[src/rtl/jtopl_eg_pkg.sv]
// jtopl_eg_pkg: shared envelope types, attenuation limit, step pattern table and effective-rate helper
package jtopl_eg_pkg;
    typedef enum logic [1:0] {ATTACK = 2'd0, DECAY = 2'd1, SUSTAIN = 2'd2, RELEASE = 2'd3} eg_state_t;
    localparam logic [8:0] ATT_MAX = 9'h1FF;
    // bit i of PAT[lo] is the step pattern entry for counter phase i
    localparam logic [3:0][7:0] PAT = {8'hFE, 8'hEE, 8'hBA, 8'hAA};
    function automatic logic [5:0] eff_rate(input logic [3:0] rate, input logic ksr, input logic [3:0] kc);
        logic [6:0] sum;
        sum = {1'b0, rate, 2'b0} + {3'b0, ksr ? kc : {2'b0, kc[3:2]}};
        return rate == 4'd0 ? 6'd0 : sum > 7'd63 ? 6'd63 : sum[5:0];
    endfunction
endpackage

[src/rtl/jtopl_eg_step.sv]
// jtopl_eg_step: per-strobe attenuation increment for an effective rate and envelope counter value
module jtopl_eg_step
    import jtopl_eg_pkg::*;
(
    input  logic [5:0]  eff,
    input  logic [14:0] eg_cnt,
    output logic [4:0]  inc,
    output logic        step_en
);
    logic [3:0]  hi, sh;
    logic [1:0]  lo;
    logic [14:0] shifted, mask;
    logic [2:0]  idx;
    logic        pat_bit, fast;
    always_comb begin
        hi      = eff[5:2];
        lo      = eff[1:0];
        fast    = hi >= 4'd12;
        sh      = 4'd11 - hi;
        shifted = eg_cnt >> sh;
        mask    = (15'd1 << sh) - 15'd1;
        idx     = fast ? eg_cnt[2:0] : shifted[2:0];
        pat_bit = PAT[lo][idx];
        step_en = eff >= 6'd4 && (fast || (eg_cnt & mask) == 15'd0);
        // fast rates: hi 12..15 maps to base 1,2,4,8, doubled on pattern hits
        inc     = !step_en ? 5'd0 : fast ? (5'd1 << hi[1:0]) << pat_bit : {4'b0, pat_bit};
    end
endmodule

[src/rtl/jtopl_eg_adsr.sv]
// jtopl_eg_adsr: per-operator ADSR envelope, one attenuation update per sample strobe
module jtopl_eg_adsr
    import jtopl_eg_pkg::*;
(
    input  logic        clk,
    input  logic        rst,
    input  logic        cen,
    input  logic        zero,
    input  logic [14:0] eg_cnt,
    input  logic        keyon,
    input  logic [3:0]  ar,
    input  logic [3:0]  dr,
    input  logic [3:0]  rr,
    input  logic [3:0]  sl,
    input  logic        eg_type,
    input  logic        ksr,
    input  logic [3:0]  kc,
    output logic [8:0]  eg_att,
    output logic [1:0]  eg_state,
    output logic        eg_step
);
    eg_state_t   st, ph, nxt_st;
    logic        keyon_q, rise, fall, step_en;
    logic [3:0]  rate;
    logic [5:0]  eff;
    logic [4:0]  inc;
    logic [10:0] prod;
    logic [9:0]  sum;
    logic [8:0]  att_dn, att_up, nxt_att, sl_att;

    jtopl_eg_step u_step (.eff(eff), .eg_cnt(eg_cnt), .inc(inc), .step_en(step_en));

    assign eg_state = st;

    always_comb begin
        rise    = keyon & ~keyon_q;
        fall    = ~keyon & keyon_q;
        ph      = rise ? ATTACK : st;
        rate    = ph == ATTACK ? ar : ph == DECAY ? dr : rr;
        eff     = eff_rate(rate, ksr, kc);
        prod    = ({5'b0, eg_att[8:3]} + 11'd1) * {6'b0, inc};
        att_dn  = eff >= 6'd60 || prod > {2'b0, eg_att} ? 9'd0 : eg_att - prod[8:0];
        sum     = {1'b0, eg_att} + {5'b0, inc};
        att_up  = sum[9] ? ATT_MAX : sum[8:0];
        nxt_att = ph == ATTACK ? att_dn : (ph == SUSTAIN && eg_type) ? eg_att : att_up;
        sl_att  = sl == 4'hF ? ATT_MAX : {1'b0, sl, 4'b0};
        // transitions judge the freshly updated attenuation
        nxt_st  = rise ? ATTACK :
                  fall ? RELEASE :
                  (st == ATTACK && nxt_att == 9'd0) ? DECAY :
                  (st == DECAY && nxt_att >= sl_att) ? SUSTAIN : st;
    end

    always_ff @(posedge clk, posedge rst) begin
        if (rst) begin
            eg_att  <= ATT_MAX;
            st      <= RELEASE;
            eg_step <= 1'b0;
            keyon_q <= 1'b0;
        end else if (cen && zero) begin
            eg_att  <= nxt_att;
            st      <= nxt_st;
            eg_step <= nxt_att != eg_att;
            keyon_q <= keyon;
        end
    end
endmodule
[config.mk]
export PLATFORM = sky130hd
export DESIGN_NAME = jtopl_eg_adsr
export DESIGN_NICKNAME = d
export VERILOG_FILES = /design/src/rtl/jtopl_eg_pkg.sv /design/src/rtl/jtopl_eg_step.sv /design/src/rtl/jtopl_eg_adsr.sv
export SDC_FILE = /design/constraint.sdc
export NUM_CORES = 1
export LEC_CHECK = 0
export ABC_AREA = 1
export BUFFER_PORTS_ARGS = -buffer_cell sky130_fd_sc_hd__buf_4
export CAP_MARGIN = 15
export CORE_ASPECT_RATIO = 0.7
export CORE_MARGIN = 8
export CORE_UTILIZATION = 40
export CTS_BUF_LIST = sky130_fd_sc_hd__clkbuf_2
export CTS_CLUSTER_DIAMETER = 60
export DETAILED_ROUTE_END_ITERATION = 7
export MAX_ROUTING_LAYER = met4
export PLACE_DENSITY = 0.6
export SYNTH_ARGS = -nofsm -noshare
export SYNTH_HDL_FRONTEND = slang
export SYNTH_HIERARCHICAL = 1
export SYNTH_SLANG_ARGS = --single-unit
[constraint.sdc]
create_clock -name clk -period 23.4 [get_ports clk]
set_clock_uncertainty 0.05 [all_clocks]
set_input_delay 1.17 -clock clk [delete_from_list [all_inputs] [get_ports clk]]
set_output_delay 1.17 -clock clk [all_outputs]
set_load 0.02 [all_outputs]
==> results.json, run 1 <==
{
  "status": "finished clean",
  "slowest_stage": "fa_1",
  "p_switching_uw": 417,
  "pin_count": 54,
  "antenna_found_initial": 0,
  "worstSetupPathType": "in2reg",
  "synth_seq_cells": 13,
  "p_leak_nw": 2.87,
  "fin_crit_sh_pct": 47.8,
  "finalCoreUtilization_pct": 45.8,
  "grt_max_degree": 19,
  "dieHeight_um": 105,
  "hold_start": "eg_state[1]$_DFFE_PP1P_",
  "grt_pass1_vias": 4660,
  "clkLatencyLatePin_ns": 0.27,
  "grt_setup_unrepaired": "no",
  "p_seq_share_pct": 8.9,
  "numPortBuffers": 53,
  "layout-drive-gt1-share_pct": 15.2,
  "min_to": "eg_state[1]$_DFFE_PP1P_",
  "timing.rr.end": "eg_state[0]$_DFFE_PP1P_",
  "drc": 0,
  "worstSetupStartpointType": "input pin",
  "cts_root_buf": "clkbuf_2",
  "avgViaCountPerCell": 4.97,
  "cts_resized": 0,
  "slew_viol_final": 0,
  "cts_max_level": 1,
  "cts_made_buffers": 3,
  "ir_worst_vdd_uv": 75.4,
  "via_count": 4746,
  "r2r_start": "keyon_q$_DFFE_PP0P_",
  "antenna_left": 0,
  "combPwrFrac_pct": 89.3,
  "syn_area_um2": 4540,
  "pre_cts_ws_ns": 11.95,
  "yosysWarnings": 6,
  "nNetsFinal": 919,
  "drt_iter0_markers": 391,
  "grt_pass1_wl_mm": 22.8,
  "synth-seq-area-share_pct": 7.47,
  "fin_crit_ns": 11.18,
  "syn_to_final_growth_pct": 11.5,
  "r2r_setup_slack_ns": 12.73,
  "drt_first_pass_iters": 7,
  "hp-class": "reg2reg",
  "antennaDiodeCount": 0,
  "clk_pin_slew_ns": 0.14,
  "required_ns": 23.57,
  "grt-ovfl-total": 0,
  "fmax_mhz": 89.4,
  "clkPwrFrac_pct": 1.9,
  "maxCapViolCount": 0,
  "post_cts_buffers": 0,
  "sw_frac_of_total_pct": 63.5,
  "layout_common_cells": "195 x nand2_1, 139 x inv_1, 92 x nor2_1, 58 x ha_1, 53 x buf_4",
  "ys.flop_type": "dfstp_2",
  "end_kind": "flip-flop",
  "internal_power_uw": 240,
  "rows": 32,
  "gp_congestion": 0.964,
  "crit_top_cell": "nand2_1",
  "start_util_pct": 41.1,
  "dp_hpwl_mm": 11.5,
  "finalSetupTns_ns": 0,
  "die_w_um": 143,
  "clkSinkCount": 13,
  "synth_edf_count": 0,
  "yosysUniqueCellTypes": 48,
  "r2r_cells": 68,
  "final_hold_viol_count": 0,
  "worstPathArrival_ns": 11.35,
  "finalWorstSetupSlack_ns": 12.22,
  "drt_wl_total_mm": 13.4,
  "cts_tree": "done",
  "core_region_area_um2": 11100,
  "async_flop_share_pct": 100,
  "layout_commonest_cell": "nand2_1",
  "relSlewSlack_pct": 51.4,
  "grt_util_all_layers_pct": 18.8,
  "die_area_um2": 15100,
  "fill_cells": 1228,
  "holdBufCountCts": 0,
  "synth.avg_cell_area_um2": 6.02,
  "finalSetupViolCount": 0,
  "holdPathStages": 2,
  "p_per_area_nw_per_um2": 130,
  "wl_per_cell_um": 14.0,
  "cts_max_path_buffers": 2,
  "syn-instance-count": 754,
  "max_stage_delay_ns": 0.55,
  "tightest_slew_ns": 0.722,
  "crit_path_max_fanout": 11,
  "synth_nets": 871
}
==> metal layers <==
metal,vias to the layer above,wire (µm),share of wire (%),global-route usage (%)
met2,144,5470,41,27.3
met3,12,758,5.7,1.95
met4,0,140,1.0,2.84
met5,-,0,0,-
li1,2453,-,-,-
met1,2137,7010,52,27.7
==> power by group through the flow <==
stage | sequential [mW] | combinational (mW) | clock, mW
after floorplan | 0.0589 | 0.447 | 0
after global placement | 0.0583 | 0.574 | 0
after detailed placement | 0.0587 | 0.575 | 0
after CTS | 0.0585 | 0.579 | 0.0128
after global routing | 0.0601 | 0.665 | 0.0141
final | 0.0582 | 0.586 | 0.0123
==> stage by stage <==
step                      power (mW)  instances  instance area (µm²)  hold WS [ns]
after floorplan                0.506        754                 4540         0.428
after global placement         0.633        950                 5040         0.448
after detailed placement       0.634        950                 5040         0.455
after CTS                      0.651        954                 5060         0.475
after global routing           0.739        954                 5060         0.508
final                          0.656        954                 5060         0.477
==> cells in the mapped netlist (3+ instances only) <==
master	instances	area share [%]
ha_1	58	16
fa_1	17	7.5
nand3_2	5	1.1
nor2_2	9	1.2
xnor2_1	4	0.77
o21ai_0	42	4.6
a21o_1	3	0.50
nor2_1	92	7.6
nand3_1	43	4.7
a21oi_1	38	4.2
o21ai_2	3	0.58
nand2_2	16	2.2
nand2_4	3	0.74
buf_4	4	0.66
inv_1	139	11
buf_6	3	0.74
nand4_1	8	1.1
inv_2	6	0.50
dfstp_2	11	6.4
nand2_1	195	16
o21bai_1	3	0.50
xor2_1	19	3.7
==> worst max-delay path: cells and delay by family <==
kind | cells | cell delay, ns
AO/OA/AOI/OAI | 4 | 0.79
XOR/XNOR | 1 | 0.18
adder cells (fa/ha/maj) | 11 | 4.14
buffers and inverters | 12 | 0.98
AND/OR/NAND/NOR | 39 | 4.08
==> kinds of logic after synthesis <==
group | Yosys count | synth area share, %
DFF | 13 | 7.47
AOI/OAI and AO/OA | 103 | 13.2
xor gates and xnor gates | 23 | 4.44
buffers and inverters | 157 | 14.2
adders and majority gates | 75 | 23.5
muxes | 2 | 0.441
and+or+nand+nor | 381 | 36.8
==> state kept, by name, indices dropped and copies added, names as in the netlist <==
signal / cells
keyon_q: 1
eg_att: 9
eg_step: 1
eg_state: 2
==> how the worst max path moves through the flow <==
stage                     cells past startpoint  slack, ns                       to   from
final                                        67      12.22  eg_state[0]$_DFFE_PP1P_  keyon
after global routing                         68      11.28  eg_state[1]$_DFFE_PP1P_  keyon
after CTS                                    67      12.24  eg_state[0]$_DFFE_PP1P_  keyon
after detailed placement                     67      11.95  eg_state[0]$_DFFE_PP1P_  keyon
after global placement                       67      12.26  eg_state[0]$_DFFE_PP1P_  keyon
after floorplan                              69      13.29  eg_state[1]$_DFFE_PP1P_  keyon
==> cell type report <==
| cell class | count | area (µm²) | area share, % |
|---|---|---|---|
| multi-input combinational | 584 | 3560 | 70.3 |
| tap | 153 | 191 | 3.78 |
| sequential | 13 | 339 | 6.70 |
| timing repair buffer | 53 | 398 | 7.86 |
| clock buffer | 4 | 20.0 | 0.396 |
| inverter | 147 | 556 | 11.0 |
Note: power is estimated with default switching activity, not from simulation.
==> run 2, diff against run 1 <==
ABC_AREA = 0   (was 1)
PLACE_DENSITY = 0.62   (was 0.6)
clock period = 9.7 ns   (was 23.4 ns; I/O delays follow)
==> run 2 against run 1 <==
Against the previous run:
- largest cell class unchanged
- sequential share of layout area shrank 0.49 points
- global-route usage grew 0.60 points
- count of clock-buffer cells in the layout is the same
- via count grew 5.3%
- synthesized cell count shrank 17%
- non-clock buffer count grew 21
==> results.json, run 2 <==
{
  "die_area_um2": 15700,
  "finalCoreUtilization_pct": 46.9,
  "cts_max_level": 1,
  "maxCapViolCount": 0,
  "required_ns": 9.84,
  "regArea_um2": 339,
  "grt_util_all_layers_pct": 19.4,
  "worstSetupPathType": "reg2reg",
  "drt_iter0_markers": 454,
  "layout_common_cells": "73 x buf_4, 57 x inv_1, 55 x ha_1, 45 x nor2_1, 42 x nand2_1",
  "core_region_area_um2": 11600,
  "relSlewSlack_pct": 40.8,
  "slowest_stage": "fa_1",
  "synth.avg_cell_area_um2": 7.59,
  "clkLatencyLatePin_ns": 0.27,
  "grt_pass1_wl_mm": 24.6,
  "worstSetupStartpointType": "flip-flop",
  "final_hold_viol_count": 0,
  "syn_to_final_growth_pct": 14.7,
  "fill_cells": 1178,
  "status": "finished clean",
  "largest_reg_flops": 9,
  "die_w_um": 146,
  "dp_hpwl_mm": 12.5,
  "multi_input_area_um2": 4110,
  "grt_pass1_vias": 4658,
  "antenna_found_initial": 0,
  "grt-ovfl-total": 0,
  "hp-class": "in2async",
  "start_util_pct": 40.9,
  "cts_tree": "done",
  "drt_first_pass_iters": 5,
  "synth_nets": 744,
  "drt_wl_total_mm": 15.7,
  "cts_made_buffers": 3,
  "tightest_slew_ns": 0.874,
  "drc": 0,
  "top_register": "eg_att",
  "max_stage_delay_ns": 0.53,
  "crit_top_cell": "ha_1",
  "fin_crit_sh_pct": 94.1,
  "worstPathArrival_ns": 9.27,
  "cts_max_path_buffers": 2,
  "yosysWarnings": 6,
  "wl_per_cell_um": 18.8,
  "fmax_mhz": 110,
  "nNetsFinal": 796,
  "syn-instance-count": 627,
  "pin_count": 54,
  "antennaDiodeCount": 0,
  "gp_congestion": 0.952,
  "dieHeight_um": 107,
  "end_kind": "flip-flop",
  "syn_area_um2": 4760,
  "antenna_left": 0,
  "numPortBuffers": 53,
  "finalSetupViolCount": 0,
  "fin_crit_ns": 9.13,
  "layout-drive-gt1-share_pct": 21.2,
  "slew_viol_final": 0,
  "avgViaCountPerCell": 5.98,
  "via_count": 4997,
  "cts_root_buf": "clkbuf_2",
  "crit_path_max_fanout": 8,
  "clk_pin_slew_ns": 0.13,
  "rows": 33,
  "layout_commonest_cell": "buf_4",
  "grt_max_degree": 23,
  "clkSinkCount": 13
}
run 2: final timing paths:
check	end	cells past startpoint	startpoint	slack [ns]
max reg2reg	eg_state[0]$_DFFE_PP1P_	43	keyon_q$_DFFE_PP0P_	0.57
min in group clk	keyon_q$_DFFE_PP0P_	3	keyon	0.41
min reg2reg	eg_att[0]$_DFFE_PP1P_	2	eg_att[0]$_DFFE_PP1P_	0.54
min	keyon_q$_DFFE_PP0P_	2	rst	0.17
max in group asynchronous	eg_att[6]$_DFFE_PP1P_	2	rst	9.06
max	eg_state[0]$_DFFE_PP1P_	43	keyon_q$_DFFE_PP0P_	0.57
run 2: repair_timing:
action	4_1_cts	5_1_grt
hold buffers	0	0
buffers inserted	0	5
resized for setup	0	31
setup endpoints to repair	0	3
run 2: area by class of cell:
type / instances / area share (%)
Multi-Input combinational cell: 528 / 75.4
Timing Repair Buffer: 74 / 10.4
Sequential cell: 13 / 6.21
Inverter: 59 / 4.06
Tap cell: 157 / 3.60
Clock buffer: 4 / 0.367
run 2: layer usage:
layer / GRT usage [%] / up-vias / wire [µm]
li1: - / 2376 / -
met1: 30.3 / 2414 / 8290
met2: 26.2 / 196 / 6220
met3: 2.06 / 11 / 1060
met4: 2.56 / 0 / 87
met5: - / - / 0
run 2: critical path: cells and delay by family (launching register included):
family                     cells  cell delay (ns)
and+or+nand+nor               15             2.25
AOI/OAI and AO/OA             15             2.70
xor gates and xnor gates       1             0.13
buffers and inverters          3             0.41
adders and majority gates      9             3.09
DFF                            1             0.42
run 2: stage by stage:
stage / hold WS, ns / area [µm²] / setup TNS, ns / setup slack (ns) / std cells
after floorplan: 0.304 / 4760 / 0 / 0.504 / 627
after global placement: 0.476 / 5290 / 0 / 0.299 / 826
after detailed placement: 0.493 / 5290 / 0 / 0.00794 / 826
after CTS: 0.172 / 5310 / 0 / 0.0705 / 830
after global routing: 0.197 / 5460 / -0.00897 / -0.00897 / 835
final: 0.173 / 5460 / 0 / 0.572 / 835
Power of run 2 is left out: the tool's default activity adds up to more than one toggle a clock period on the data nets, which glitch-free logic cannot reach.
